**config.mk**
```make
export PLATFORM = sky130hd
export DESIGN_NAME = branch_predictor_flat
export DESIGN_NICKNAME = d
export VERILOG_FILES = /design/src/rtl/branch_predictor_pkg.sv /design/src/rtl/branch_predictor_if.sv /design/src/rtl/branch_predictor_sat_counter.sv /design/src/rtl/branch_predictor.sv /design/src/flat_wrapper.sv
export SDC_FILE = /design/constraint.sdc
export NUM_CORES = 1
export LEC_CHECK = 0
export BUFFER_PORTS_ARGS = -buffer_cell sky130_fd_sc_hd__buf_4
export CAP_MARGIN = 20
export CORE_MARGIN = 5
export CORE_UTILIZATION = 55
export CTS_BUF_LIST = sky130_fd_sc_hd__clkbuf_4 sky130_fd_sc_hd__clkbuf_8 sky130_fd_sc_hd__clkbuf_16
export DETAILED_ROUTE_END_ITERATION = 12
export GPL_TIMING_DRIVEN = 1
export HOLD_SLACK_MARGIN = 0.1
export PLACE_DENSITY = 0.73
export SYNTH_ARGS = -nofsm -noshare
export SYNTH_HDL_FRONTEND = slang
export SYNTH_SLANG_ARGS = --single-unit
export TNS_END_PERCENT = 50
```
**constraint.sdc**
```tcl
create_clock -name clk -period 8 [get_ports clk]
set_clock_uncertainty 0.15 [all_clocks]
set_input_delay 0.8 -clock clk [delete_from_list [all_inputs] [get_ports clk]]
set_output_delay 0.8 -clock clk [all_outputs]
set_load 0.02 [all_outputs]
```
**src/rtl/branch_predictor_pkg.sv**
```systemverilog
// -----------------------------------------------------------------------------
// branch_predictor_pkg
//   Shared definitions for the branch predictor slice: 2-bit counter state
//   encoding, BTB field widths and the saturating perf-counter helper.
//   No ports (package).
// -----------------------------------------------------------------------------
package branch_predictor_pkg;

  localparam int PC_W  = 32;         // fetch / resolve address width
  localparam int TGT_W = PC_W - 2;   // stored target, word aligned
  localparam int CTR_W = 2;          // direction counter width

  // Direction counter: 00 strong-NT, 01 weak-NT, 10 weak-T, 11 strong-T
  typedef enum logic [CTR_W-1:0] {
    BP_SNT = 2'b00,
    BP_WNT = 2'b01,
    BP_WT  = 2'b10,
    BP_ST  = 2'b11
  } ctr_e;

  localparam logic [PC_W-1:0] PERF_MAX = 32'hFFFF_FFFF;

  // Perf counters stick at all-ones instead of wrapping back to zero.
  function automatic logic [PC_W-1:0] sat_inc32(input logic [PC_W-1:0] v,
                                                input logic            en);
    logic [PC_W-1:0] r;
    if (en && (v != PERF_MAX)) begin
      r = v + 32'd1;
    end else begin
      r = v;
    end
    return r;
  endfunction

endpackage

```
**src/rtl/branch_predictor_if.sv**
```systemverilog
// -----------------------------------------------------------------------------
// branch_predictor_if
//   Bundles the fetch lookup port and the execute resolution port.
//   master : fetch/execute side (drives if_pc and upd_*, reads prediction)
//   slave  : predictor side (reads if_pc and upd_*, drives hit/taken/pred_PC)
// -----------------------------------------------------------------------------
interface branch_predictor_if;
  import branch_predictor_pkg::*;

  // Fetch lookup
  logic [PC_W-1:0] if_pc;
  logic            hit;
  logic            taken;
  logic [PC_W-1:0] pred_PC;

  // Execute resolution
  logic            upd_valid;
  logic [PC_W-1:0] upd_pc;
  logic            upd_is_jump;
  logic            upd_taken;
  logic [PC_W-1:0] upd_target;
  logic            upd_mispred;

  modport master (
    output if_pc, upd_valid, upd_pc, upd_is_jump, upd_taken, upd_target, upd_mispred,
    input  hit, taken, pred_PC
  );

  modport slave (
    input  if_pc, upd_valid, upd_pc, upd_is_jump, upd_taken, upd_target, upd_mispred,
    output hit, taken, pred_PC
  );

endinterface

```
**src/rtl/branch_predictor_sat_counter.sv**
```systemverilog
// -----------------------------------------------------------------------------
// branch_predictor_sat_counter
//   Combinational next state of a 2-bit saturating direction counter.
//   cur : present counter state
//   inc : 1 = branch taken (step toward strong-T), 0 = step toward strong-NT
//   nxt : next counter state, clamped at BP_SNT / BP_ST
// -----------------------------------------------------------------------------
module branch_predictor_sat_counter
  import branch_predictor_pkg::*;
(
  input  ctr_e cur,
  input  logic inc,
  output ctr_e nxt
);

  // One saturating step in the direction of the resolved outcome.
  always_comb begin
    nxt = cur;
    case (cur)
      BP_SNT:  nxt = inc ? BP_WNT : BP_SNT;
      BP_WNT:  nxt = inc ? BP_WT  : BP_SNT;
      BP_WT:   nxt = inc ? BP_ST  : BP_WNT;
      BP_ST:   nxt = inc ? BP_ST  : BP_WT;
      default: nxt = cur;
    endcase
  end

endmodule

```
**src/rtl/branch_predictor.sv**
```systemverilog
// -----------------------------------------------------------------------------
// branch_predictor
//   Direct-mapped BTB with a 2-bit direction counter per entry. Lookup is
//   combinational on the fetch PC; the table is written on the clock edge
//   after an execute resolution, so a same-cycle lookup sees the old entry.
//   clk         : clock, rising edge
//   rst         : asynchronous reset, active-low
//   bp          : branch_predictor_if.slave (lookup + resolution)
//   cnt_lookup  : number of cycles with hit=1 since reset (saturating)
//   cnt_mispred : number of upd_valid & upd_mispred events (saturating)
// -----------------------------------------------------------------------------
module branch_predictor
  import branch_predictor_pkg::*;
#(
  parameter int         ENTRIES  = 16,
  parameter logic [1:0] CNT_INIT = 2'b10
) (
  input  logic                   clk,
  input  logic                   rst,
  branch_predictor_if.slave      bp,
  output logic [PC_W-1:0]        cnt_lookup,
  output logic [PC_W-1:0]        cnt_mispred
);

  localparam int IDXW = $clog2(ENTRIES);
  localparam int TAGW = PC_W - IDXW - 2;

  // Entry state that must clear on reset
  logic [ENTRIES-1:0]            valid_r;
  logic [ENTRIES-1:0]            is_jump_r;
  logic [ENTRIES-1:0][CTR_W-1:0] ctr_r;
  // Payload storage; only meaningful behind a set valid bit
  logic [TAGW-1:0]               tag_r [ENTRIES];
  logic [TGT_W-1:0]              tgt_r [ENTRIES];

  logic [PC_W-1:0]               cnt_lookup_r;
  logic [PC_W-1:0]               cnt_mispred_r;

  // Lookup side
  logic [IDXW-1:0]               lk_idx_s;
  logic [TAGW-1:0]               lk_tag_s;
  logic                          hit_s;
  logic                          taken_s;
  logic [PC_W-1:0]               pred_s;

  // Update side
  logic                          upd_en_s;
  logic [IDXW-1:0]               up_idx_s;
  logic [TAGW-1:0]               up_tag_s;
  logic                          up_hit_s;
  ctr_e                          ctr_cur_s;
  ctr_e                          ctr_step_s;
  ctr_e                          new_ctr_s;
  logic                          new_jump_s;
  logic                          wr_meta_s;
  logic                          wr_tgt_s;

  // Byte-offset bits never take part in indexing or tagging
  logic                          unused_bits_s;
  assign unused_bits_s = ^{bp.if_pc[1:0], bp.upd_pc[1:0], bp.upd_target[1:0]};

  assign lk_idx_s = bp.if_pc[IDXW+1:2];
  assign lk_tag_s = bp.if_pc[PC_W-1:IDXW+2];
  assign up_idx_s = bp.upd_pc[IDXW+1:2];
  assign up_tag_s = bp.upd_pc[PC_W-1:IDXW+2];

  // Resolutions arriving while reset is held are dropped.
  assign upd_en_s  = bp.upd_valid & rst;
  assign ctr_cur_s = ctr_e'(ctr_r[up_idx_s]);

  // Zero-latency prediction from the current (pre-update) table contents.
  always_comb begin
    hit_s   = 1'b0;
    taken_s = 1'b0;
    pred_s  = 32'd0;
    if (rst && valid_r[lk_idx_s] && (tag_r[lk_idx_s] == lk_tag_s)) begin
      hit_s   = 1'b1;
      taken_s = is_jump_r[lk_idx_s] | ctr_r[lk_idx_s][1];
      pred_s  = {tgt_r[lk_idx_s], 2'b00};
    end else begin
      hit_s   = 1'b0;
      taken_s = 1'b0;
      pred_s  = 32'd0;
    end
  end

  assign bp.hit     = hit_s;
  assign bp.taken   = taken_s;
  assign bp.pred_PC = pred_s;

  assign up_hit_s = valid_r[up_idx_s] && (tag_r[up_idx_s] == up_tag_s);

  branch_predictor_sat_counter u_sat_counter (
    .cur (ctr_cur_s),
    .inc (bp.upd_taken),
    .nxt (ctr_step_s)
  );

  // Decide what a resolution writes: train on hit, allocate on taken miss.
  always_comb begin
    wr_meta_s  = 1'b0;
    wr_tgt_s   = 1'b0;
    new_ctr_s  = ctr_cur_s;
    new_jump_s = is_jump_r[up_idx_s];
    if (upd_en_s) begin
      if (up_hit_s) begin
        wr_meta_s  = 1'b1;
        new_jump_s = bp.upd_is_jump;
        if (bp.upd_is_jump) begin
          new_ctr_s = BP_ST;
          wr_tgt_s  = 1'b1;
        end else begin
          new_ctr_s = ctr_step_s;
          // A not-taken branch carries no useful target
          wr_tgt_s  = bp.upd_taken;
        end
      end else if (bp.upd_taken) begin
        wr_meta_s  = 1'b1;
        wr_tgt_s   = 1'b1;
        new_jump_s = bp.upd_is_jump;
        new_ctr_s  = bp.upd_is_jump ? BP_ST : ctr_e'(CNT_INIT);
      end else begin
        wr_meta_s = 1'b0;
        wr_tgt_s  = 1'b0;
      end
    end else begin
      wr_meta_s = 1'b0;
      wr_tgt_s  = 1'b0;
    end
  end

  // Valid / kind / counter state, cleared asynchronously.
  always_ff @(posedge clk or negedge rst) begin
    if (!rst) begin
      valid_r   <= {ENTRIES{1'b0}};
      is_jump_r <= {ENTRIES{1'b0}};
      ctr_r     <= {ENTRIES{2'b00}};
    end else if (wr_meta_s) begin
      valid_r[up_idx_s]   <= 1'b1;
      is_jump_r[up_idx_s] <= new_jump_s;
      ctr_r[up_idx_s]     <= new_ctr_s;
    end
  end

  // Tag and target payload; written with the entry, never reset.
  always_ff @(posedge clk) begin
    if (wr_tgt_s) begin
      tag_r[up_idx_s] <= up_tag_s;
      tgt_r[up_idx_s] <= bp.upd_target[PC_W-1:2];
    end
  end

  // Saturating performance counters.
  always_ff @(posedge clk or negedge rst) begin
    if (!rst) begin
      cnt_lookup_r  <= 32'd0;
      cnt_mispred_r <= 32'd0;
    end else begin
      cnt_lookup_r  <= sat_inc32(cnt_lookup_r, hit_s);
      cnt_mispred_r <= sat_inc32(cnt_mispred_r, upd_en_s & bp.upd_mispred);
    end
  end

  assign cnt_lookup  = cnt_lookup_r;
  assign cnt_mispred = cnt_mispred_r;

endmodule

```
**src/flat_wrapper.sv**
```systemverilog
// flat-port wrapper written by rule: the top's interface ports become plain ports
module branch_predictor_flat import branch_predictor_pkg::*;
#(
  parameter int         ENTRIES  = 16,
  parameter logic [1:0] CNT_INIT = 2'b10
)
  (clk, rst, cnt_lookup, cnt_mispred, bp_if_pc, bp_upd_valid, bp_upd_pc, bp_upd_is_jump, bp_upd_taken, bp_upd_target, bp_upd_mispred, bp_hit, bp_taken, bp_pred_PC);
  branch_predictor_if bp_i ();
  input  logic clk;
  input  logic rst;
  output logic [PC_W-1:0] cnt_lookup;
  output logic [PC_W-1:0] cnt_mispred;
  input wire logic [$bits(bp_i.if_pc)-1:0] bp_if_pc;
  input wire logic [$bits(bp_i.upd_valid)-1:0] bp_upd_valid;
  input wire logic [$bits(bp_i.upd_pc)-1:0] bp_upd_pc;
  input wire logic [$bits(bp_i.upd_is_jump)-1:0] bp_upd_is_jump;
  input wire logic [$bits(bp_i.upd_taken)-1:0] bp_upd_taken;
  input wire logic [$bits(bp_i.upd_target)-1:0] bp_upd_target;
  input wire logic [$bits(bp_i.upd_mispred)-1:0] bp_upd_mispred;
  output wire logic [$bits(bp_i.hit)-1:0] bp_hit;
  output wire logic [$bits(bp_i.taken)-1:0] bp_taken;
  output wire logic [$bits(bp_i.pred_PC)-1:0] bp_pred_PC;
  assign bp_i.if_pc = bp_if_pc;
  assign bp_i.upd_valid = bp_upd_valid;
  assign bp_i.upd_pc = bp_upd_pc;
  assign bp_i.upd_is_jump = bp_upd_is_jump;
  assign bp_i.upd_taken = bp_upd_taken;
  assign bp_i.upd_target = bp_upd_target;
  assign bp_i.upd_mispred = bp_upd_mispred;
  assign bp_hit = bp_i.hit;
  assign bp_taken = bp_i.taken;
  assign bp_pred_PC = bp_i.pred_PC;
  branch_predictor #(.ENTRIES(ENTRIES), .CNT_INIT(CNT_INIT)) u_core (.clk(clk), .rst(rst), .bp(bp_i), .cnt_lookup(cnt_lookup), .cnt_mispred(cnt_mispred));
endmodule
```
-- Word-level counts from Yosys, hierarchy flattened
Memories as Yosys holds them, arrays and structs flattened.
Index checks and enable logic that the tools add are counted.
- bits in writable memories: 896
- memories kept: 2
- bits in registers: 128
- output and inout port bits: 98
- memory list (name ; depth ; width ; read ports ; clocked after memory_dff ; wr ports ; line ; RTL):
    u_core.tgt_r ; 16 ; 30 ; 1 ; 0 ; 1 ; branch_predictor.sv:34 ; logic [TGT_W-1:0] tgt_r [ENTRIES];
    u_core.tag_r ; 16 ; 26 ; 2 ; 0 ; 1 ; branch_predictor.sv:33 ; logic [TAGW-1:0] tag_r [ENTRIES];
- bitwise operators: 4
- eq/ne operators: 7
- multiplexer cells: 42
- add/subtract/negate cells: 2
- reductions and logical operators: 7
- magnitude comparators: 3
- operators with widths (cell ; count):
    $add A32 B1 Y32 const B ; 2
    $ne A32 B32 Y1 const B ; 2
    $eq A26 B26 Y1 ; 2
    $bwmux W32 ; 1
    $mux W32 ; 1
    $mux W1 ; 21
    $mux W2 ; 9
    $bmux W1 S4 ; 4
    $bmux W2 S4 ; 2
    $bwmux W16 ; 1
    $or A16 B16 Y16 ; 1
    $lt A4 B5 Y1 const B ; 2
    $demux W2 S4 ; 1
    $pmux W2 S4 ; 1
    $logic_and A1 B1 Y1 ; 6
    $demux W1 S4 ; 1
    $eq A2 B2 Y1 const B ; 2
    $ge A4 B1 Y1 const B ; 1
    $and A1 B1 Y1 ; 2
    $eq A2 B1 Y1 const B ; 1
    $logic_not A2 Y1 ; 1
    $or A1 B1 Y1 ; 1

-- Depth between registers and ports, before layout
- depth in word-level cells: 8
- gate-level depth with buffers: 16
- gate-level depth less buffers: 9

-- Hierarchy
A second synthesis with hierarchy kept.
- cells, all modules: 2347
- area total of the unflattened synthesis: 44537.7 um^2
- modules (own cells, without submodules) (module ; times used ; cells an instance ; area an instance (um^2) ; sequential area each (um^2)):
    branch_predictor ; 1 ; 2344 ; 44511.4 ; 30108.9
    branch_predictor_sat_counter ; 1 ; 3 ; 26.3 ; 0.0

-- Worst setup path before layout
Ideal clock, no wire load.
- kind: input -> register
- from: input port bp_upd_pc[2]
- to: memory u_core.tag_r[0][0] (netlist name) (enable)
- arrival: 7.232 ns
- stages on the path: 12
- library setup time: 0.539 ns
- required time: 7.311 ns
- setup slack: 0.078 ns
- buffers on the path: 4
- path through: buf_2 buf_6 buf_2 mux4_2 a31oi_1 o211ai_1 o32a_1 nor4_1 a41o_2 nand2_1 buf_2 nor3_1
- cells in the longest elaborated chain, start to end: 7
- RTL lines (item ; line ; RTL):
    start, declared ; flat_wrapper.sv:15 ; input wire logic [$bits(bp_i.upd_pc)-1:0] bp_upd_pc;
    $mem_v2 Z16 W26 / $bmux W1 S4 (equally long branches) ; -- ;
    $eq A26 B26 Y1 / $mux W1 (equally long branches) ; branch_predictor.sv:91 ; assign up_hit_s = valid_r[up_idx_s] && (tag_r[up_idx_s] == up_tag_s);
    $logic_and A1 B1 Y1 ; branch_predictor.sv:91 ;
    $mux W1 ; branch_predictor.sv:106 ; if (up_hit_s) begin
    $mux W1 ; branch_predictor.sv:105 ; if (upd_en_s) begin
    $mux W1 ; branch_predictor.sv:147 ; if (wr_tgt_s) begin
    $mux W1 (implied by the code) ; branch_predictor.sv:148 ; tag_r[up_idx_s] <= up_tag_s;
    end, declared ; branch_predictor.sv:33 ;
Several ways; a longest one is shown, not always the timed one. The select of a mux whose other input is x is not followed.

-- Worst setup path in the final report
- from: input port bp_if_pc[2]
- to: output port bp_taken
- cells in the longest elaborated chain, start to end: 5
- RTL lines (item ; line ; RTL):
    start, declared ; flat_wrapper.sv:13 ; input wire logic [$bits(bp_i.if_pc)-1:0] bp_if_pc;
    branches (longest 4 deep; another with $mem_v2 Z16 W26) ; -- ;
    $mux W1 (*) ; branch_predictor.sv:76 ; if (rst && valid_r[lk_idx_s] && (tag_r[lk_idx_s] == lk_tag_s)) begin
    end, declared ; flat_wrapper.sv:21 ; output wire logic [$bits(bp_i.taken)-1:0] bp_taken;
Mark *: on every way between the ends. The select of a mux whose other input is x is not followed.

==> results.py <==
metrics = {
    "finish": {
        "area_growth_pct": 14.11,
        "final_nets": 2710,
        "fill_cells": 5478,
        "layout-drive-gt1-share_pct": 31.01,
    },
    "timing": {
        "maxSlewViolCount": 0,
        "setup_violations": 0,
        "relSlewSlack_pct": 24.44,
        "fmax_ghz": 0.1643,
        "fin_crit_ps": 6086,
        "hold_viol_final": 0,
        "fin_setup_tns_ps": 0,
        "period_share_pct": 76.08,
        "holdWs_ps": 265.0,
        "grt_setup_unrepaired": "no",
        "worstMarginPinSlew_ps": 1133,
    },
    "place": {
        "place.gp.congestion": 0.8766,
        "port_buffers": 191,
        "hpwl_um": 65800,
    },
    "power": {
        "vdd_ir_drop_max_v": 0.0002011,
        "p_leak_nw": 17.74,
        "power_density_nw_per_um2": 228.8,
    },
    "die": {
        "die_area_um2": 87600,
        "initial_utilization_pct": 55.67,
        "core_um2": 80810,
        "fp.dieW_um": 296.0,
        "rows": 104,
        "io_pins": 200,
        "die_h_um": 296.0,
    },
    "critical_path": {
        "crit_arrival_ps": 5140,
        "critPathSlowestCell": "mux4_2",
        "cp-end-kind": "output pin",
        "path_buf_inv": 4,
        "crit_cells": 11,
        "crit_path_start_kind": "input port",
        "worstRegToRegCells": 10,
        "r2r-end": "u_core.tgt_r[6][25]$_DFFE_PP_",
        "crit_fanout": 71,
        "cpLargestDelayFamily": "buffers and inverters",
        "max_stage_delay_ps": 600,
        "crit_chain": "buf_8 > buf_4 > mux4_2 > mux4_2 > xnor2_1 > nand4_1 > a211oi_4 > buf_4 > nand2_1 > nor2_1 > buf_4",
        "reg2reg_slack_ps": 3110,
        "cp_common_cell": "buf_4",
        "required_ps": 7050,
        "worstSetupPathType": "in -> out",
        "timing.rr.start": "u_core.tag_r[11][17]$_DFFE_PP_",
    },
    "grt": {
        "overflow": 0,
        "grtUsageTotal_pct": 26.24,
        "grt_max_degree": 110,
        "antenna_found_initial": 6,
        "grt_pass1_wl_um": 169600,
        "grt_pass1_vias": 25815,
    },
    "yosys": {
        "yosys-top-cells-area": "edfxtp_1 (60%), mux4_2 (17%), dfrtp_1 (7.1%)",
        "synthAdderAreaFrac_pct": 0.05563,
        "synth_compound_area_share_pct": 3.260,
        "syn_area_um2": 44980,
        "syn_avg_cell_area_um2": 18.80,
        "synth_top_area_share_pct": 59.81,
        "yosys.area_share.simple_pct": 4.412,
        "synth_top_cell_by_area": "edfxtp_1",
        "yosys_warnings": 0,
        "ys_seq_elements": 1024,
        "yosysSeqAreaShare_pct": 66.94,
        "yosys-mux-area-fraction_pct": 21.16,
        "synthDistinctLibCells": 75,
        "syn_inst": 2393,
        "synth_top_family_by_area": "multiplexers",
        "synth_edf_count": 896,
        "synth_xor_xnor_area_share_pct": 2.375,
        "ys.flop_type": "edfxtp_1",
        "ys_async_sr_fraction_pct": 12.50,
    },
    "clocking": {
        "clock-root-buffer": "clkbuf_16",
        "clkTransAtPathRegs_ps": 60,
        "clock_sinks": 1024,
        "h-tree-depth": 3,
        "tritoncts": "built",
        "clock_latency_ps": 680,
        "clk_path_buf_depth": 3,
        "post-cts-setup-buffer-count": 0,
        "cts_made_buffers": 102,
    },
    "routing": {
        "drcViolationCount": 0,
        "wl_per_cell_um": 30.71,
        "antenna_left": 0,
        "drt_iter0_drc": 2944,
        "viasPerCell": 6.700,
        "routed_wl_um": 115400,
        "first_pass_iters": 8,
        "vias": 25179,
    },
    "outcome": {
        "status": "completed",
    },
    "worst_hold_path": {
        "hold_path_class": "in -> reg",
        "hold_end": "u_core.tgt_r[11][10]$_DFFE_PP_",
        "hp-start": "bp_upd_target[12]",
        "hold_path_depth": 1,
    },
    "run": {
        "cap_violations": 0,
    },
}
what timing repair did:
action                                 4_1_cts  5_1_grt
setup endpoints to repair                    0        0
gates resized for setup                      0        0
hold buffers                                 1        0
endpoints found under the hold margin       31        0
how the worst max path moves through the flow:
stage                 start                             to
2_1_floorplan  bp_upd_pc[2]   u_core.tag_r[0][0]$_DFFE_PP_
3_3_place_gp   bp_upd_pc[5]  u_core.tgt_r[6][11]$_DFFE_PP_
3_5_place_dp   bp_upd_pc[5]  u_core.tgt_r[6][25]$_DFFE_PP_
4_1_cts         bp_if_pc[2]                       bp_taken
5_1_grt         bp_if_pc[2]                       bp_taken
6_report        bp_if_pc[2]                       bp_taken
stage by stage:
step           cells  cell area, um^2  setup slack, ps  utilization, %  total power [mW]
5_1_grt         3755            51320             1573           63.51             12.11
3_3_place_gp    3560            47830             1774           59.19             6.951
4_1_cts         3752            51300             1877           63.49             11.80
6_report        3758            51330             1914           63.52             11.74
2_1_floorplan   2394            44990            78.42               -             6.645
3_5_place_dp    3560            47830             1666           59.19             6.980
logic make-up after synthesis:
logic type               after synthesis
AND/OR/NAND/NOR                      363
flip-flops                          1024
buffers and inverters                169
multiplexers                         518
adder cells (fa/ha/maj)                2
XOR/XNOR                             122
AO/OA/AOI/OAI                        194
other                                  1
registers in the layout, indices dropped and copies added, names as in the netlist:
register / count
u_core.cnt_lookup: 32
u_core.cnt_mispred: 32
u_core.ctr_r: 32
u_core.is_jump_r: 16
u_core.tag_r: 416
u_core.tgt_r: 480
u_core.valid_r: 16
layout make-up:
type                    count  area (um^2)  area share [%]
repair buffers            261         2191           4.268
flip-flops and latches   1024        30110           58.66
well taps                1060         1326           2.584
clock inverters            64        691.9           1.348
inverters                  16        60.06          0.1170
clock buffers             127         2770           5.397
diodes                      5        12.51         0.02438
multi-input cells        1201        14170           27.60
Yosys cell counts, types with 4 or more instances:
| cell | count |
|---|---|
| clkbuf_1 | 76 |
| dfrtp_1 | 128 |
| edfxtp_1 | 896 |
| a211oi_1 | 8 |
| xnor2_1 | 82 |
| nor2_1 | 45 |
| nand2_1 | 52 |
| inv_1 | 16 |
| buf_1 | 9 |
| nor3_1 | 40 |
| mux4_2 | 343 |
| nor2b_1 | 10 |
| xor2_1 | 40 |
| a22o_1 | 5 |
| o21ai_0 | 24 |
| and2_1 | 13 |
| nor4_1 | 10 |
| nand3_1 | 58 |
| o22a_1 | 15 |
| buf_2 | 45 |
| and4_1 | 7 |
| and3_1 | 62 |
| a2111oi_0 | 4 |
| buf_4 | 14 |
| a31oi_1 | 40 |
| mux2i_1 | 152 |
| mux2_2 | 22 |
| a22oi_1 | 32 |
| a21oi_1 | 12 |
| nand2b_1 | 21 |
| a221oi_1 | 12 |
| nand4_1 | 19 |
| nor3_2 | 7 |
| buf_6 | 8 |
cell usage in the layout, fill, tap and decap left out, types with 4 or more instances in the layout:
master,synthesis,layout
and4_1,7,7
nand2_1,52,52
and2_1,13,13
a221oi_1,12,12
o21ai_0,24,24
nand3_1,58,58
nor3_2,7,24
nor3_1,40,23
a2111oi_0,4,4
xor2_1,40,40
clkinv_2,0,20
nand2b_1,21,21
a31oi_1,40,40
clkinv_1,0,20
a21oi_1,12,12
o22a_1,15,15
xnor2_1,82,82
nor2b_1,10,8
a22oi_1,32,32
buf_4,14,239
buf_12,0,16
clkbuf_4,0,22
a22o_1,5,5
clkbuf_16,0,103
inv_1,16,16
nor4_1,10,10
nand4_1,19,19
diode_2,0,5
edfxtp_1,896,896
nor2_1,45,45
a211oi_1,8,8
mux2i_1,152,152
dfrtp_1,128,128
clkinvlp_4,0,4
mux2_2,22,22
mux4_2,343,343
and3_1,62,62
bufinv_16,0,11
routing by layer:
metal  GRT usage, %  share of wire, %  vias up
met2          43.05                49     1354
met3          5.272               9.2      275
met4          9.596               4.2        4
li1               -                 -    10374
met5              0             0.018        -
met1          35.69                37    13172
where the power goes:
group          switching, mW  internal, mW
Sequential            0.0656          5.91
Combinational          0.499         0.404
Clock                   2.04          2.83
Total                   2.60          9.14
Power figures use the tool's default switching activity.
